===== config.mk =====
export PLATFORM = sky130hd
export DESIGN_NAME = mem_bridge_rx
export DESIGN_NICKNAME = d
export VERILOG_FILES = /design/src/rtl/mem_bridge_rx_pkg.sv /design/src/rtl/mem_bridge_rx_timer.sv /design/src/rtl/mem_bridge_rx.sv
export SDC_FILE = /design/constraint.sdc
export NUM_CORES = 1
export LEC_CHECK = 0
export BUFFER_PORTS_ARGS = -buffer_cell sky130_fd_sc_hd__buf_2
export CAP_MARGIN = 20
export CORE_UTILIZATION = 41
export CTS_CLUSTER_DIAMETER = 50
export DETAILED_ROUTE_END_ITERATION = 8
export RECOVER_POWER = 25
export SLEW_MARGIN = 20
export SYNTH_ARGS = -nofsm -noshare
export SYNTH_HDL_FRONTEND = slang
export SYNTH_SLANG_ARGS = --single-unit

===== constraint.sdc =====
create_clock -name clk_in -period 15 [get_ports clk_in]
set_clock_uncertainty 0.2 [all_clocks]
set_input_delay 1.5 -clock clk_in [delete_from_list [all_inputs] [get_ports clk_in]]
set_output_delay 1.5 -clock clk_in [all_outputs]
set_load 0.05 [all_outputs]

===== src/rtl/mem_bridge_rx_pkg.sv =====
// mem_bridge_pkg: shared types and constants for the UART memory-bridge receiver.
// Holds the parser state enum, the command byte values and a command-byte test.
// MEM_BRIDGE_RX_CSUM_EN adds the CSUM state used by the checksum framing.
package mem_bridge_pkg;

  typedef enum logic [2:0] {
    IDLE = 3'd0,
    ADDR = 3'd1,
    LEN  = 3'd2,
    DATA = 3'd3
`ifdef MEM_BRIDGE_RX_CSUM_EN
    , CSUM = 3'd4
`endif
  } state_t;

  localparam logic [7:0] CMD_WRITE = 8'h57;  // "W"
  localparam logic [7:0] CMD_READ  = 8'h52;  // "R"
  localparam logic [7:0] CMD_BURST = 8'h42;  // "B"

  function automatic logic is_cmd(input logic [7:0] b);
    return (b == CMD_WRITE) || (b == CMD_READ) || (b == CMD_BURST);
  endfunction

endpackage


===== src/rtl/mem_bridge_rx_timer.sv =====
// byte_gap_timer: counts idle cycles between received bytes of one command.
// Latency: expired is combinational in the TIMEOUT_CYCLES-th idle cycle.
// Backpressure: none; clear (a byte this cycle) always beats expiry.
// Ports: clk_in/rst_in clock and async active-high reset; clear restarts the
//   count; enable arms the timer; expired is a one-cycle pulse.
module byte_gap_timer #(
  parameter int TIMEOUT_CYCLES = 65535
) (
  input  logic clk_in,
  input  logic rst_in,
  input  logic clear,
  input  logic enable,
  output logic expired
);
  localparam int CW = (TIMEOUT_CYCLES > 1) ? $clog2(TIMEOUT_CYCLES) : 1;
  localparam logic [CW-1:0] LIMIT = CW'(TIMEOUT_CYCLES - 1);

  logic [CW-1:0] r_cnt;

  // r_cnt holds (idle cycles so far - 1) during the current idle cycle, so the
  // compare against TIMEOUT_CYCLES-1 fires on the TIMEOUT_CYCLES-th idle cycle.
  assign expired = enable && !clear && (r_cnt == LIMIT);

  always_ff @(posedge clk_in or posedge rst_in) begin
    if (rst_in) begin
      r_cnt <= '0;
    end else if (!enable || clear || expired) begin
      r_cnt <= '0;
    end else begin
      r_cnt <= r_cnt + CW'(1);
    end
  end

endmodule


===== src/rtl/mem_bridge_rx.sv =====
// mem_bridge_rx: parses UART command bytes ("W" write, "R" read, "B" burst
//   write) into little-endian memory requests with a valid/ready handshake.
// Latency: valid_out rises the cycle after the final byte of a request.
// Backpressure: one request is held stable until ready_in; a request completing
//   while another is still unacknowledged is dropped, err_out pulses, parser idles.
// Config: define MEM_BRIDGE_RX_CSUM_EN to append an XOR checksum byte per request.
// Ports: clk_in, rst_in (async, active-high); data_in/valid_in byte strobe;
//   addr_out/data_out/we_out/re_out/valid_out request, ready_in accept;
//   err_out one-cycle error pulse; busy_out a command is being parsed.
module mem_bridge_rx
  import mem_bridge_pkg::*;
#(
  parameter int ADDR_BYTES     = 4,
  parameter int DATA_BYTES     = 4,
  parameter int TIMEOUT_CYCLES = 65535
) (
  input  logic                    clk_in,
  input  logic                    rst_in,
  input  logic [7:0]              data_in,
  input  logic                    valid_in,
  output logic [8*ADDR_BYTES-1:0] addr_out,
  output logic [8*DATA_BYTES-1:0] data_out,
  output logic                    we_out,
  output logic                    re_out,
  output logic                    valid_out,
  input  logic                    ready_in,
  output logic                    err_out,
  output logic                    busy_out
);
  localparam int AW = 8 * ADDR_BYTES;
  localparam int DW = 8 * DATA_BYTES;
  localparam logic [1:0] A_LAST = 2'(ADDR_BYTES - 1);
  localparam logic [1:0] D_LAST = 2'(DATA_BYTES - 1);

  // parser state and assembly buffers
  state_t        r_state, w_state_nxt;
  logic [7:0]    r_cmd,   w_cmd_nxt;
  logic [AW-1:0] r_abuf,  w_abuf_nxt;
  logic [DW-1:0] r_dbuf,  w_dbuf_nxt;
  logic [1:0]    r_bcnt,  w_bcnt_nxt;
  logic [7:0]    r_len,   w_len_nxt;
  logic [7:0]    r_widx,  w_widx_nxt;
`ifdef MEM_BRIDGE_RX_CSUM_EN
  logic [7:0]    r_csum,  w_csum_nxt;
`endif

  // request output registers
  logic [AW-1:0] r_addr;
  logic [DW-1:0] r_data;
  logic          r_we;
  logic          r_re;
  logic          r_valid;
  logic          r_err;

  logic          w_issue;
  logic          w_load;
  logic          w_fail;
  logic          w_tmo;
  logic          w_busy;
  logic [AW-1:0] w_req_addr;
  logic [DW-1:0] w_req_data;

  assign w_busy    = (r_state != IDLE);
  assign busy_out  = w_busy;
  assign addr_out  = r_addr;
  assign data_out  = r_data;
  assign we_out    = r_we;
  assign re_out    = r_re;
  assign valid_out = r_valid;
  assign err_out   = r_err;

  byte_gap_timer #(
    .TIMEOUT_CYCLES(TIMEOUT_CYCLES)
  ) u_gap_timer (
    .clk_in (clk_in),
    .rst_in (rst_in),
    .clear  (valid_in),
    .enable (w_busy),
    .expired(w_tmo)
  );

  // Burst word k targets base+k; the base stays in r_abuf and wraps naturally.
  // The _nxt buffers are used so a request can issue on its own final byte.
  assign w_req_addr = w_abuf_nxt + AW'(r_widx);
  assign w_req_data = (r_cmd == CMD_READ) ? '0 : w_dbuf_nxt;

  always_comb begin
    w_state_nxt = r_state;
    w_cmd_nxt   = r_cmd;
    w_abuf_nxt  = r_abuf;
    w_dbuf_nxt  = r_dbuf;
    w_bcnt_nxt  = r_bcnt;
    w_len_nxt   = r_len;
    w_widx_nxt  = r_widx;
    w_issue     = 1'b0;
    w_fail      = 1'b0;
    w_load      = 1'b0;
`ifdef MEM_BRIDGE_RX_CSUM_EN
    w_csum_nxt  = r_csum;
`endif

    if (valid_in) begin
`ifdef MEM_BRIDGE_RX_CSUM_EN
      w_csum_nxt = r_csum ^ data_in;
`endif
      case (r_state)
        IDLE: begin
          if (is_cmd(data_in)) begin
            w_cmd_nxt   = data_in;
            w_state_nxt = ADDR;
            w_bcnt_nxt  = '0;
            w_widx_nxt  = '0;
`ifdef MEM_BRIDGE_RX_CSUM_EN
            // checksum covers the command byte itself
            w_csum_nxt  = data_in;
`endif
          end
        end
        ADDR: begin
          for (int i = 0; i < ADDR_BYTES; i++) begin
            if (r_bcnt == 2'(i)) w_abuf_nxt[8*i +: 8] = data_in;
          end
          if (r_bcnt == A_LAST) begin
            w_bcnt_nxt = '0;
            if (r_cmd == CMD_READ) begin
`ifdef MEM_BRIDGE_RX_CSUM_EN
              w_state_nxt = CSUM;
`else
              w_issue = 1'b1;
`endif
            end else if (r_cmd == CMD_WRITE) begin
              w_state_nxt = DATA;
            end else begin
              w_state_nxt = LEN;
            end
          end else begin
            w_bcnt_nxt = r_bcnt + 2'd1;
          end
        end
        LEN: begin
          w_len_nxt   = data_in;
          w_bcnt_nxt  = '0;
          w_state_nxt = DATA;
        end
        DATA: begin
          for (int i = 0; i < DATA_BYTES; i++) begin
            if (r_bcnt == 2'(i)) w_dbuf_nxt[8*i +: 8] = data_in;
          end
          if (r_bcnt == D_LAST) begin
            w_bcnt_nxt = '0;
`ifdef MEM_BRIDGE_RX_CSUM_EN
            w_state_nxt = CSUM;
`else
            w_issue = 1'b1;
`endif
          end else begin
            w_bcnt_nxt = r_bcnt + 2'd1;
          end
        end
`ifdef MEM_BRIDGE_RX_CSUM_EN
        CSUM: begin
          // next burst word checksums from a clean accumulator
          w_csum_nxt = '0;
          if (data_in == r_csum) w_issue = 1'b1;
          else                   w_fail  = 1'b1;
        end
`endif
        default: w_state_nxt = IDLE;
      endcase
    end else if (w_tmo) begin
      w_fail = 1'b1;
    end

    // The output slot is free if empty or being accepted this very cycle.
    w_load = w_issue && (!r_valid || ready_in);
    if (w_issue && !w_load) w_fail = 1'b1;

    if (w_load && (r_cmd == CMD_BURST) && (r_widx != r_len)) begin
      w_state_nxt = DATA;
      w_widx_nxt  = r_widx + 8'd1;
    end else if (w_issue) begin
      w_state_nxt = IDLE;
    end

    if (w_fail) w_state_nxt = IDLE;
  end

  always_ff @(posedge clk_in or posedge rst_in) begin
    if (rst_in) begin
      r_state <= IDLE;
      r_cmd   <= '0;
      r_abuf  <= '0;
      r_dbuf  <= '0;
      r_bcnt  <= '0;
      r_len   <= '0;
      r_widx  <= '0;
`ifdef MEM_BRIDGE_RX_CSUM_EN
      r_csum  <= '0;
`endif
    end else begin
      r_state <= w_state_nxt;
      r_cmd   <= w_cmd_nxt;
      r_abuf  <= w_abuf_nxt;
      r_dbuf  <= w_dbuf_nxt;
      r_bcnt  <= w_bcnt_nxt;
      r_len   <= w_len_nxt;
      r_widx  <= w_widx_nxt;
`ifdef MEM_BRIDGE_RX_CSUM_EN
      r_csum  <= w_csum_nxt;
`endif
    end
  end

  always_ff @(posedge clk_in or posedge rst_in) begin
    if (rst_in) begin
      r_addr  <= '0;
      r_data  <= '0;
      r_we    <= 1'b0;
      r_re    <= 1'b0;
      r_valid <= 1'b0;
      r_err   <= 1'b0;
    end else begin
      r_err <= w_fail;
      if (w_load) begin
        r_addr  <= w_req_addr;
        r_data  <= w_req_data;
        r_we    <= (r_cmd != CMD_READ);
        r_re    <= (r_cmd == CMD_READ);
        r_valid <= 1'b1;
      end else if (ready_in) begin
        r_valid <= 1'b0;
      end
    end
  end

endmodule


; ---- After elaboration in Yosys (flattened, before gate mapping)
; Cells that the tools add are included.
[totals]
in_bits = 12
output_inout_bits = 69
wordCells = 108
ff_bits = 177
[classes]
n_eq_ne = 20
n_mux = 40
n_addsub = 4
reduce_logical = 30
[op_table]
columns = operator, count
row1 = two-way mux 32 bit, 5
row2 = two-way mux 8 bit, 12
row3 = "equality test 8 x 7 -> 1 bit, second input constant", 6
row4 = adder 32 x 8 -> 32 bit, 1
row5 = two-way mux 3 bit, 7
row6 = "adder 16 x 1 -> 16 bit, second input constant", 1
row7 = "equality test 16 bit, second input constant", 1
row8 = two-way mux 16 bit, 1
row9 = "!= test 5 bit, second input constant", 3
row10 = case mux 3 bit (4 select lines), 1
row11 = two-way mux 1 bit, 10
row12 = AND reduction 3 bit, 3
row13 = "adder 8 x 1 -> 8 bit, second input constant", 1
row14 = "!= test 8 x 7 -> 1 bit, second input constant", 1
row15 = != test 8 bit, 1
row16 = nonzero test 2 bit, 4
row17 = "equality test 3 x 2 -> 1 bit, second input constant", 2
row18 = logical AND 1 bit, 6
row19 = case mux 2 bit (3 select lines), 1
row20 = nonzero test 3 bit, 2
row21 = logical OR 1 bit, 5
row22 = AND reduction 5 bit, 1
row23 = "equality test 2 bit, second input constant", 2
row24 = logical NOT 1 bit, 4
row25 = other kinds (12), 13

; ---- Depth between registers and ports, before layout
[depth]
depth_word = 11
depth_mapped = 13

; ---- Hierarchy
; A second synthesis with hierarchy kept.
[hier_totals]
hier_cells = 765
hier_area_um2 = 8294.2
[by_module_without_submodules]
columns = module, n_inst, area_each_um2, cells_per_inst, seq_area_each_um2
row1 = mem_bridge_rx, 1, 7479.7, 685, 4003.8
row2 = byte_gap_timer, 1, 814.5, 80, 400.4

; ---- Least setup slack after synthesis
; Ideal clock, no wire load.
[synth_timing]
path_kind = in2reg
from = in valid_in
to = reg r_addr[28], in the netlist addr_out[28]
path_slack_ns = 10.196
path_buffers = 2
setup_time_ns = 0.095
required_ns = 14.705
arrival_time_ns = 4.509
cell_stages = 12
path_cell_list = buf_2 clkbuf_1 nand3_1 mux2_2 ha_1 fa_1 a21o_1 a21o_1 a21oi_1 nor4_1 and3_1 o31ai_1
[synth_via]
elab_chain_cells = 2
word_cells_on_any_way = 4
classes_between = 1 x add/sub / 2 x mux / 1 x reduce/logical
[synth_lines]
columns = element, line_no
row1 = start: declaration, mem_bridge_rx.sv:20  ; input logic valid_in,
row2 = two-way mux 32 bit, mem_bridge_rx.sv:102  ; if (valid_in) begin
row3 = named net w_abuf_nxt[0], mem_bridge_rx.sv:38  ; logic [AW-1:0] r_abuf, w_abuf_nxt;
row4 = adder 32 x 8 -> 32 bit, mem_bridge_rx.sv:84  ; assign w_req_addr = w_abuf_nxt + AW'(r_widx);
row5 = end signal: assignment, mem_bridge_rx.sv:225  ; r_addr <= w_req_addr;
row6 = end: declaration, mem_bridge_rx.sv:48  ; logic [AW-1:0] r_addr;
; The timed path passes the listed nets, and every way through them passes these cells.
; A chain may end at the register's enable or synchronous reset.

==> metrics.csv <==
metric;value;unit
Area growth syn-to-layout;14.8;%
Most used DFF post-synth;dfrtp_1;
final hold vios;0;
RSZ-0062 raised after global routing;no;
FILL cells;1833;
Die Area;20900;µm²
crit-path max FO;117;
global-route wire length before repair;31000;µm
slowest CP cell;clkinvlp_2;
Worst path depth;3;
most frequent cells in the layout;dfrtp_1 (176), buf_2 (80), mux2_2 (70);
Synth Instances;743;
CTS Buf Count;17;
initial antenna violation count;1;
Slew headroom;-2.44;
Detail Route Antenna Nets;0;
CTS tree;done;
power density cells;157;nW/µm²
routed wire length;19200;µm
latest clock arrival within the worst-skew pair;0.43;ns
Hold WC Path Type;flop to flop;
fmax;0.191;GHz
Flop pwr share;0.423;
RePlAce Congestion;0.817;
Initial DRT Pass Iterations;4;
Reg clk slew, reported paths;0.07;ns
post-synth net total;776;
Critical Path RT;15.28;ns
DRC violations left;0;
max-cap viol count;1;
critical path arrival;5.51;ns
final hold slack;0.274;ns
DIE WIDTH;144;µm
worst-case clock buffer depth;2;
Multi-input gate area;3690;µm²
Setup crit start kind;input pin;
Tcrit/Tclk final;0.349;
violated checks;max-capacitance violations, max-slew violations;
total power;0.00150;W
#FFs+latches synth;176;
post-CTS sizing;0;
GR Util All Layers;0.197;
Setup Crit Path Kind;input pin to async pin;
Unique masters post-synth;50;
io pins;81;
die height;144;µm
Fin Setup TNS;0;ns
Clock Power Share;0.310;
Buffers & Inverters on Critical Path;3;
vias in the first global route;5848;
fin crit period;5.24;ns
root buffer cell;clkbuf_16;
number of flops mapped to enable cells by yosys;0;
hpwl dp;12500;µm
outcome;complete, but fails checks;
# hold bufs at CTS;0;
largest net degree at the start of global routing;118;
switching fraction of total power;0.324;
clk sinks;176;
Worst Hold Depth;2;
CP Cell Sequence;buf_2 -> clkinvlp_2 -> buf_4;
Synth warnings;0;
share of cells above drive strength 1;0.281;
H-Tree Level Count;4;
initial core utilization;0.423;
crit end category;async pin;
Seq/Total Area, Yosys;0.529;
Worst VDD drop;0.102;mV
syn_area_per_cell;11.2;µm²
most common cell after layout, fill and taps aside;dfrtp_1;
register area;4400;µm²
Leakage;4.67;nW
Core Area;19700;µm²
Least-Margin Pin Slew;5.13;ns
Setup Buffers After CTS;0;
total grt overflow;0;
Combinational Power Share;0.267;
crit-path max cell delay;2.84;ns
Cell Rows;51;
nets@finish;841;
routed vias;5859;
Sw Pwr;0.000486;W
final core utilization;0.486;
Pint;0.00102;W
Cell Area, Synth;8320;µm²
wire per inst;17.6;µm
family with the most delay on the worst path;buffers and inverters;
Setup Viol. Count Final;0;
Buffers on Ports;80;
routed via count divided by cell count;5.39;
r2r worst-path depth;11;
share of flip-flops with an asynchronous set or reset;1.00;
count of pins over their slew limit;118;
drt initial violations;312;
[worst register-to-register path, stage by stage (launching register included)]
cell,delay (ns)
dfrtp_1,0.42
inv_1,0.13
ha_1,0.39
nand3_1,0.41
mux2_2,0.44
ha_1,0.28
a21oi_1,0.08
nand4b_1,0.22
a21o_1,0.33
a211oi_1,0.77
nor3b_1,0.28
o31ai_1,0.10
[state kept, by name, summed over array words and instances, names as in the netlist]
name,cells
valid_out,1
u_gap_timer.r_cnt,16
re_out,1
we_out,1
r_widx,8
r_dbuf,32
r_bcnt,2
addr_out,32
r_state,2
data_out,32
err_out,1
r_abuf,32
r_len,8
r_cmd,8
[layout make-up]
cell class / count / area share
Antenna cell: 1 / 0.000262
Clock buffer: 17 / 0.0445
Clock inverter: 15 / 0.0203
Inverter: 16 / 0.00642
Multi-Input combinational cell: 512 / 0.387
Sequential cell: 176 / 0.461
Tap cell: 265 / 0.0347
Timing Repair Buffer: 85 / 0.0458
[synthesized netlist by cell type (all sizes together), types with 2 or more instances]
| master | instances | area [µm²] |
|---|---|---|
| nor4b | 6 | 67.6 |
| mux2 | 70 | 788 |
| mux2i | 10 | 100 |
| o21a | 2 | 15.0 |
| and4 | 3 | 26.3 |
| a2111oi | 3 | 26.3 |
| a31oi | 4 | 25.0 |
| nor2 | 32 | 120 |
| o21ai | 39 | 203 |
| nand3 | 28 | 140 |
| inv | 16 | 60.1 |
| nor3b | 10 | 75.1 |
| a211oi | 5 | 37.5 |
| nor4 | 4 | 25.0 |
| nand2 | 68 | 255 |
| a21o | 8 | 60.1 |
| o31ai | 7 | 52.6 |
| buf | 12 | 71.3 |
| xor2 | 8 | 70.1 |
| or3 | 7 | 43.8 |
| or2 | 3 | 18.8 |
| and2 | 36 | 228 |
| nand4 | 10 | 62.6 |
| xnor2 | 32 | 280 |
| clkbuf | 27 | 101 |
| o211ai | 3 | 22.5 |
| nand3b | 3 | 22.5 |
| and3 | 11 | 68.8 |
| a211o | 5 | 43.8 |
| a21oi | 19 | 95.1 |
| nor3 | 8 | 40.0 |
| dfrtp | 176 | 4400 |
| nor2b | 6 | 37.5 |
| a31o | 32 | 280 |
| ha | 20 | 250 |
[metrics by stage]
stage	cell area (µm²)	cells	setup slack (ns)
3_5_place_dp	8930	1054	9.99
5_1_grt	9550	1086	8.88
3_3_place_gp	8930	1054	10.14
2_1_floorplan	8320	743	8.53
6_report	9550	1087	9.76
4_1_cts	9550	1086	10.44
[logic make-up after synthesis]
family | synth area share
fa+ha+maj | 0.0325
buf+inv | 0.0280
mux | 0.107
flops | 0.529
simple gates | 0.154
compound gates | 0.108
xor+xnor | 0.0421
[routing by layer]
layer / wire length [µm] / share of wire / vias up / global-route usage
li1: - / - / 2772 / -
met1: 9090 / 0.47 / 2940 / 0.266
met2: 8980 / 0.47 / 125 / 0.313
met3: 867 / 0.045 / 20 / 0.0467
met4: 217 / 0.011 / 2 / 0.0554
met5: 11 / 0.00057 / - / 0
[final timing paths]
check	startpoint	end	slack [ns]
min in group asynchronous	rst_in	u_gap_timer.r_cnt[6]	2.45
worst max register to register	r_state[1]	addr_out[29]	10.80
worst min register to register	addr_out[3]	addr_out[3]	0.27
worst min-delay path	addr_out[3]	addr_out[3]	0.27
max in group clk_in	valid_in	addr_out[29]	10.44
worst max-delay path	rst_in	r_abuf[15]	9.76
[power groups by stage]
stage          combinational, W  clock, W  sequential, W
6_report               0.000401  0.000466       0.000635
5_1_grt                0.000442  0.000496       0.000647
4_1_cts                0.000402  0.000475       0.000634
3_5_place_dp           0.000401         0       0.000643
3_3_place_gp           0.000387         0       0.000637
2_1_floorplan          0.000274         0       0.000673
No activity file was read; power rests on OpenSTA's default activity.
